<file path="src/rtl/sincronizador_vga.sv">
// VGA timing generator: pixel-enable divider feeding cascaded horizontal and
// vertical counters, with hsync/vsync/videoon/frametick registered from the
// next-state counter values so every output lines up with pixelx/pixely.
module sincronizador_vga #(
  parameter int unsigned H_DISP = 640,
  parameter int unsigned H_FP   = 16,
  parameter int unsigned H_SYNC = 96,
  parameter int unsigned H_BP   = 48,
  parameter int unsigned V_DISP = 480,
  parameter int unsigned V_FP   = 10,
  parameter int unsigned V_SYNC = 2,
  parameter int unsigned V_BP   = 33,
  parameter int unsigned DIV    = 4
) (
  input  logic       clk,
  input  logic       reset,
  output logic       pixeltick,
  output logic [9:0] pixelx,
  output logic [9:0] pixely,
  output logic       videoon,
  output logic       hsync,
  output logic       vsync,
  output logic       frametick
);

  localparam int unsigned H_TOTAL = H_DISP + H_FP + H_SYNC + H_BP;
  localparam int unsigned V_TOTAL = V_DISP + V_FP + V_SYNC + V_BP;
  localparam int unsigned DW      = (DIV > 1) ? $clog2(DIV) : 1;

  localparam logic [DW-1:0] DIV_LAST = DW'(DIV - 1);
  localparam logic [9:0]    H_LAST   = 10'(H_TOTAL - 1);
  localparam logic [9:0]    V_LAST   = 10'(V_TOTAL - 1);
  localparam logic [9:0]    H_VIS    = 10'(H_DISP);
  localparam logic [9:0]    V_VIS    = 10'(V_DISP);
  localparam logic [9:0]    HS_BEG   = 10'(H_DISP + H_FP);
  localparam logic [9:0]    HS_END   = 10'(H_DISP + H_FP + H_SYNC);
  localparam logic [9:0]    VS_BEG   = 10'(V_DISP + V_FP);
  localparam logic [9:0]    VS_END   = 10'(V_DISP + V_FP + V_SYNC);
  localparam logic          VIDEO_AT_ORIGIN = (H_DISP > 0) && (V_DISP > 0);

  logic [DW-1:0] div;
  logic [DW-1:0] div_next;
  logic          tick_next;
  logic [9:0]    x_next;
  logic [9:0]    y_next;
  logic          video_q;

  // Next-state of divider and cascaded counters; outputs are derived from these.
  always_comb begin
    div_next  = (div == DIV_LAST) ? '0 : div + DW'(1);
    tick_next = (div_next == DIV_LAST);
    x_next    = pixelx;
    y_next    = pixely;
    if (pixeltick) begin
      if (pixelx == H_LAST) begin
        x_next = '0;
        y_next = (pixely == V_LAST) ? '0 : pixely + 10'd1;
      end else begin
        x_next = pixelx + 10'd1;
      end
    end
  end

  // Register counters and the qualifiers decoded from their next values.
  always_ff @(posedge clk) begin
    if (reset) begin
      div       <= '0;
      pixeltick <= 1'b0;
      pixelx    <= '0;
      pixely    <= '0;
      hsync     <= 1'b1;
      vsync     <= 1'b1;
      video_q   <= VIDEO_AT_ORIGIN;
      frametick <= 1'b0;
    end else begin
      div       <= div_next;
      pixeltick <= tick_next;
      pixelx    <= x_next;
      pixely    <= y_next;
      hsync     <= !((x_next >= HS_BEG) && (x_next < HS_END));
      vsync     <= !((y_next >= VS_BEG) && (y_next < VS_END));
      video_q   <= (x_next < H_VIS) && (y_next < V_VIS);
      frametick <= tick_next && (x_next == H_LAST) && (y_next == V_LAST);
    end
  end

  // The register already holds the (0,0) decode during reset; masking with
  // reset keeps videoon low while reset is held yet high on the first cycle
  // after release.
  assign videoon = video_q & ~reset;

endmodule

</file>
<file path="config.mk">
export PLATFORM = sky130hd
export DESIGN_NAME = sincronizador_vga
export DESIGN_NICKNAME = d
export VERILOG_FILES = /design/src/rtl/sincronizador_vga.sv
export SDC_FILE = /design/constraint.sdc
export NUM_CORES = 1
export LEC_CHECK = 0
export ABC_AREA = 1
export CAP_MARGIN = 10
export CORE_ASPECT_RATIO = 0.75
export CORE_UTILIZATION = 49
export CTS_BUF_LIST = sky130_fd_sc_hd__clkbuf_2
export CTS_CLUSTER_SIZE = 40
export DETAILED_ROUTE_END_ITERATION = 10
export PLACE_DENSITY = 0.87
export SETUP_SLACK_MARGIN = 0.1
export SKIP_LAST_GASP = 1
export SYNTH_ARGS = -nofsm -noshare
export SYNTH_HDL_FRONTEND = slang
export SYNTH_SLANG_ARGS = --single-unit
</file>
<file path="constraint.sdc">
create_clock -name clk -period 1.55 [get_ports clk]
set_input_delay 0.3875 -clock clk [delete_from_list [all_inputs] [get_ports clk]]
set_output_delay 0.3875 -clock clk [all_outputs]
set_load 0.02 [all_outputs]
</file>
### After elaboration in Yosys (flattened, before gate mapping)

Index checks and enable logic that the tools add are counted.

| storage, ports and cells | value |
|---|---|
| register bits after elaboration | 27 |

| operators by class | value |
|---|---|
| muxes and demuxes | 6 |
| $lt $le $gt $ge | 6 |
| eq/ne operators | 6 |
| bitwise operators | 2 |
| add/subtract/negate cells | 3 |
| reduce and logical (&&, ||, !) cells | 7 |

Operator list:

| cell | number |
|---|---|
| $mux W10 | 5 |
| $eq A10 B10 Y1 const B | 4 |
| $add A10 B1 Y10 const B | 2 |
| $lt A10 B10 Y1 const B | 2 |
| $lt A10 B9 Y1 const B | 2 |
| $ge A10 B10 Y1 const B | 1 |
| $ge A10 B9 Y1 const B | 1 |
| $logic_and A1 B1 Y1 | 5 |
| $eq A2 B2 Y1 const B | 2 |
| $add A2 B1 Y2 const B | 1 |
| $logic_not A1 Y1 | 2 |
| $mux W2 | 1 |
| $and A1 B1 Y1 | 1 |
| $not A1 Y1 | 1 |

### Longest topological paths before layout

Gate-level depths: netlist of run 1.

| depth | value |
|---|---|
| depth after elaboration | 7 |
| gate-level depth with buffers | 13 |
| depth with buffers taken out | 13 |

### Least setup slack after synthesis of run 1

No wires, ideal clock.

| path | value |
|---|---|
| kind | reg2reg |
| from | register pixelx[0] |
| to | register vsync |
| buffers on the path | 1 |
| setup slack | -285 ps |
| arrival | 1720 ps |
| cell stages (with the launch flop) | 11 |
| cell sequence | dfxtp_1 -> ha_1 -> nand2_1 -> nor2_4 -> nand4_4 -> buf_6 -> o21ai_2 -> nand3_2 -> nand3b_1 -> nor2_1 -> nand2_1 |

| on the way | value |
|---|---|
| word-level cells in the longest chain between the ends | 6 |

Ends and longest elaborated chain:

| what | RTL line | source |
|---|---|---|
| from (decl) | 18 | `output logic [9:0] pixelx,` |
| from (signal assigned) | 78 | `pixelx <= x_next;` |
| $eq A10 B10 Y1 (*) | 55 | `if (pixelx == H_LAST) begin` |
| $mux W10 (*) | 55 |  |
| $mux W10 (*) | 54 | `if (pixeltick) begin` |
| $ge A10 B9 Y1 / $lt A10 B9 Y1 (equally long branches) | 81 | `vsync <= !((y_next >= VS_BEG) && (y_next < VS_END));` |
| $logic_and A1 B1 Y1 (*) | 81 |  |
| $logic_not A1 Y1 (*) | 81 |  |
| to (signal assigned) | 81 |  |
| to (decl) | 22 | `output logic vsync,` |

Mark *: on every way between the ends. The rest lies on a longest branch, timed or not.
A chain may end at the register's enable or synchronous reset.

### Final worst setup path of run 1

| path | value |
|---|---|
| from | register pixelx[1] |
| to | register vsync |

The elaborated chain is that of the path after synthesis.

==> impl_metrics.tcl, run 1 <==
set metrics [dict create \
    drive_gt1_share_pct 47.9 \
    grt_max_degree 24 \
    finalInstanceArea_sq_um 2600 \
    power.leakage_nw 1.20 \
    core_area_sq_um 3040 \
    finClkSkew_ns 0.0110 \
    die_h_microns 51.7 \
    setup_viol 12 \
    crit_chain "ha_4 -> nand2_2 -> nor2_4 -> nand4_4 -> buf_6 -> o21ai_4 -> nand3_4 -> nand3b_1 -> nor2_1 -> nand2_1" \
    status "finished, violations left" \
    syn_avg_cell_area_sq_um 6.24 \
    clk_latency_ns 0.39 \
    dieArea_sq_um 3530 \
    first_pass_iters 5 \
    post-route-period-util_pct 118 \
    row_count 17 \
    max-vdd-ir-drop_mv 0.771 \
    critical_path_class "reg2reg" \
    seq_area_frac_synth_pct 33.5 \
    drt-total-wl_mm 5.71 \
    worst_pin_slew_ns 0.279 \
    wire_per_inst_microns 15.1 \
    setup_slack_ns -0.281 \
    fillers 177 \
    synthCells 259 \
    slew_headroom_pct 81.3 \
    gp_congestion 0.912 \
    drc 0 \
    p_per_area_nw_per_um2 426 \
    syn_nets 266 \
    fin_crit_ns 1.83 \
    netlist_area_sq_um 1620 \
    clockBufferDepth 2 \
    hold_violations 0 \
    cts.sinks 27 \
    crit_path_max_incr_delay_ns 0.42 \
    num_vias 2055 \
    clkSlewWorstSetupHoldPaths_ns 0.25 \
    required_ns 1.87 \
    synth_warnings 0 \
    end_kind "flop" \
    cp_data_arrival_time_ns 2.16 \
    layout.nets 348 \
    ys_ff_latch 27 \
    dp_slack_ns -0.377 \
    violations "setup timing" \
    ys_types 26 \
    startpoint_type "flop" \
    synth_top_area_share_pct 33.5 \
    overflow 0 \
    htreeDepth 1 \
    die_x_microns 68.3 \
    first_global_vias 1722 \
    initial_core_util_pct 53.1 \
    crit_path_top_delay_cell "dfxtp_4" \
    yosys-top-cells-area "dfxtp_1, nand2_1, nor2_1, inv_1, nand3_1" \
    via_per_inst 5.44 \
    port_buffers 26 \
    fmax_mhz 546 \
    drv_slew 0 \
    path_max_fanout 7 \
    num_antenna_cells 0 \
    hpwl_mm 3.46 \
    areaGrowthSynthToFinish_pct 61.0 \
    max_cap_violations 0 \
    dpl_cell_area_sq_um 2280 \
    grt_pass1_wl_mm 7.91 \
    cts_made_buffers 3 \
    cts_tree "yes" \
    grtUsageTotal_pct 30.5 \
    cts-root-buf "clkbuf_2" \
    ant_nets 0 \
    rsz0062_at_grt "yes" \
    hp-class "reg2reg" \
    synth.largest_area_cell "dfxtp_1" \
    ios 27 \
    antenna_found_initial 0 \
    drtIter0Drc 175 \
]
layout by cell type (no fill, tap or decap), types with 2 or more instances in the layout:
master	synthesis	layout
a21oi_2	0	4
buf_2	1	7
buf_4	1	40
buf_6	1	32
clkbuf_2	0	7
dfxtp_1	27	5
dfxtp_2	0	16
dfxtp_4	0	6
ha_1	5	2
ha_4	0	2
inv_1	38	33
inv_2	1	5
nand2_1	68	55
nand2_2	1	14
nand3_1	28	22
nand3_2	1	6
nand3b_1	3	3
nand4_1	4	4
nor2_1	49	40
nor2_2	0	7
nor2_4	1	3
nor3_1	8	4
nor3_2	1	5
o21ai_0	5	3
o21ai_2	2	2
o21bai_1	2	2
flip-flops by register name, indices dropped and copies added, names as in the netlist:
name,count
frametick,1
pixeltick,1
pixelx,10
hsync,1
vsync,1
video_q,1
pixely,10
div,2
per-layer routing:
layer	vias to the layer above	global-route usage, %	wire length (microns)	part of all wire, %
li1	977	-	-	-
met1	948	41.2	2420	42
met2	118	49.0	2740	48
met3	12	6.36	461	8.1
met4	0	7.99	92	1.6
met5	-	0	0	0
power by group:
| group | switching [mW] | total (mW) | internal (mW) | leakage [nW] |
|---|---|---|---|---|
| clock network | 0.216 | 0.284 | 0.0679 | 0.0166 |
| logic | 0.0624 | 0.107 | 0.0449 | 0.949 |
| registers | 0.0138 | 0.715 | 0.701 | 0.230 |
| total | 0.292 | 1.11 | 0.814 | 1.20 |
logic make-up (layout without fill, tap and decap cells):
logic type / count (synthesis) / count (layout) / synth area share [%]
compound gates: 15 / 15 / 5.58
xor+xnor: 1 / 1 / 0.542
fa+ha+maj: 5 / 5 / 3.87
buf+inv: 45 / 126 / 11.2
flops: 27 / 27 / 33.5
simple gates: 166 / 166 / 45.3
worst max-delay path, delay by kind of cell (launching register included):
family | cells | cell delay, ns
buf+inv | 1 | 0.20
flops | 1 | 0.42
simple gates | 7 | 0.82
fa+ha+maj | 1 | 0.15
compound gates | 1 | 0.16
synth_stat cells (all sizes together):
library cell and count:
nand2 69, nor2 50, inv 39, nand3 29, dfxtp 27, nor3 9, o21ai 7, a21oi 5
ha 5, nand4 5, buf 3, clkbuf 3, nand3b 3, o21bai 2, a211oi 1, nor4 1
xor2 1
repair_timing:
item                                    4_1_cts  5_1_grt
hold buffers                                  0        0
gates cloned                                  0        0
pin swaps                                    17       14
endpoints found under the setup margin       39       41
buffers inserted                              7        3
resized for setup                           133       81
final timing paths:
kind / slack [ns] / cells past startpoint / startpoint / endpoint
worst max-delay path: -0.28 / 10 / pixelx[1] / vsync
worst min register to register: 0.49 / 1 / div[0] / div[0]
worst max register to register: -0.28 / 10 / pixelx[1] / vsync
worst min-delay path: 0.49 / 1 / div[0] / div[0]
area by class of cell:
class	instances	area, sq um	share of cell area, %
multi-input cells	187	1080	41.6
clock buffers	4	20.0	0.770
inverters	39	149	5.73
flip-flops and latches	27	583	22.4
repair buffers	83	719	27.7
well taps	38	47.5	1.83
through the flow:
| step | TNS [ns] | total power [mW] | hold WS, ns | utilization, % | cells |
|---|---|---|---|---|---|
| floorplan | -0.112 | 0.785 | 0.428 | - | 259 |
| global placement | -1.52 | 0.821 | 0.439 | 75.1 | 365 |
| detailed placement | -1.63 | 0.825 | 0.460 | 75.1 | 365 |
| CTS | -1.56 | 1.10 | 0.489 | 78.8 | 375 |
| global route | -2.84 | 1.15 | 0.536 | 85.5 | 378 |
| finish | -1.85 | 1.11 | 0.493 | 85.5 | 378 |
No activity file was read; power rests on OpenSTA's default activity.
==> inputs of run 2 (changes only) <==
--- a/config.mk
+++ b/config.mk
@@ -15,6 +15,7 @@
 export PLACE_DENSITY = 0.87
 export SETUP_SLACK_MARGIN = 0.1
 export SKIP_LAST_GASP = 1
+export SLEW_MARGIN = 20
 export SYNTH_ARGS = -nofsm -noshare
 export SYNTH_HDL_FRONTEND = slang
 export SYNTH_SLANG_ARGS = --single-unit
==> results of run 2 <==
Final layout, timing and power as in run 1 (identical DEF).
==> inputs of run 3 (changes only) <==
--- a/config.mk
+++ b/config.mk
@@ -10,7 +10,6 @@
 export CORE_ASPECT_RATIO = 0.75
 export CORE_UTILIZATION = 49
 export CTS_BUF_LIST = sky130_fd_sc_hd__clkbuf_2
-export CTS_CLUSTER_SIZE = 40
 export DETAILED_ROUTE_END_ITERATION = 10
 export PLACE_DENSITY = 0.87
 export SETUP_SLACK_MARGIN = 0.1
==> results of run 3 <==
Final layout, timing and power as in run 1 (identical DEF).
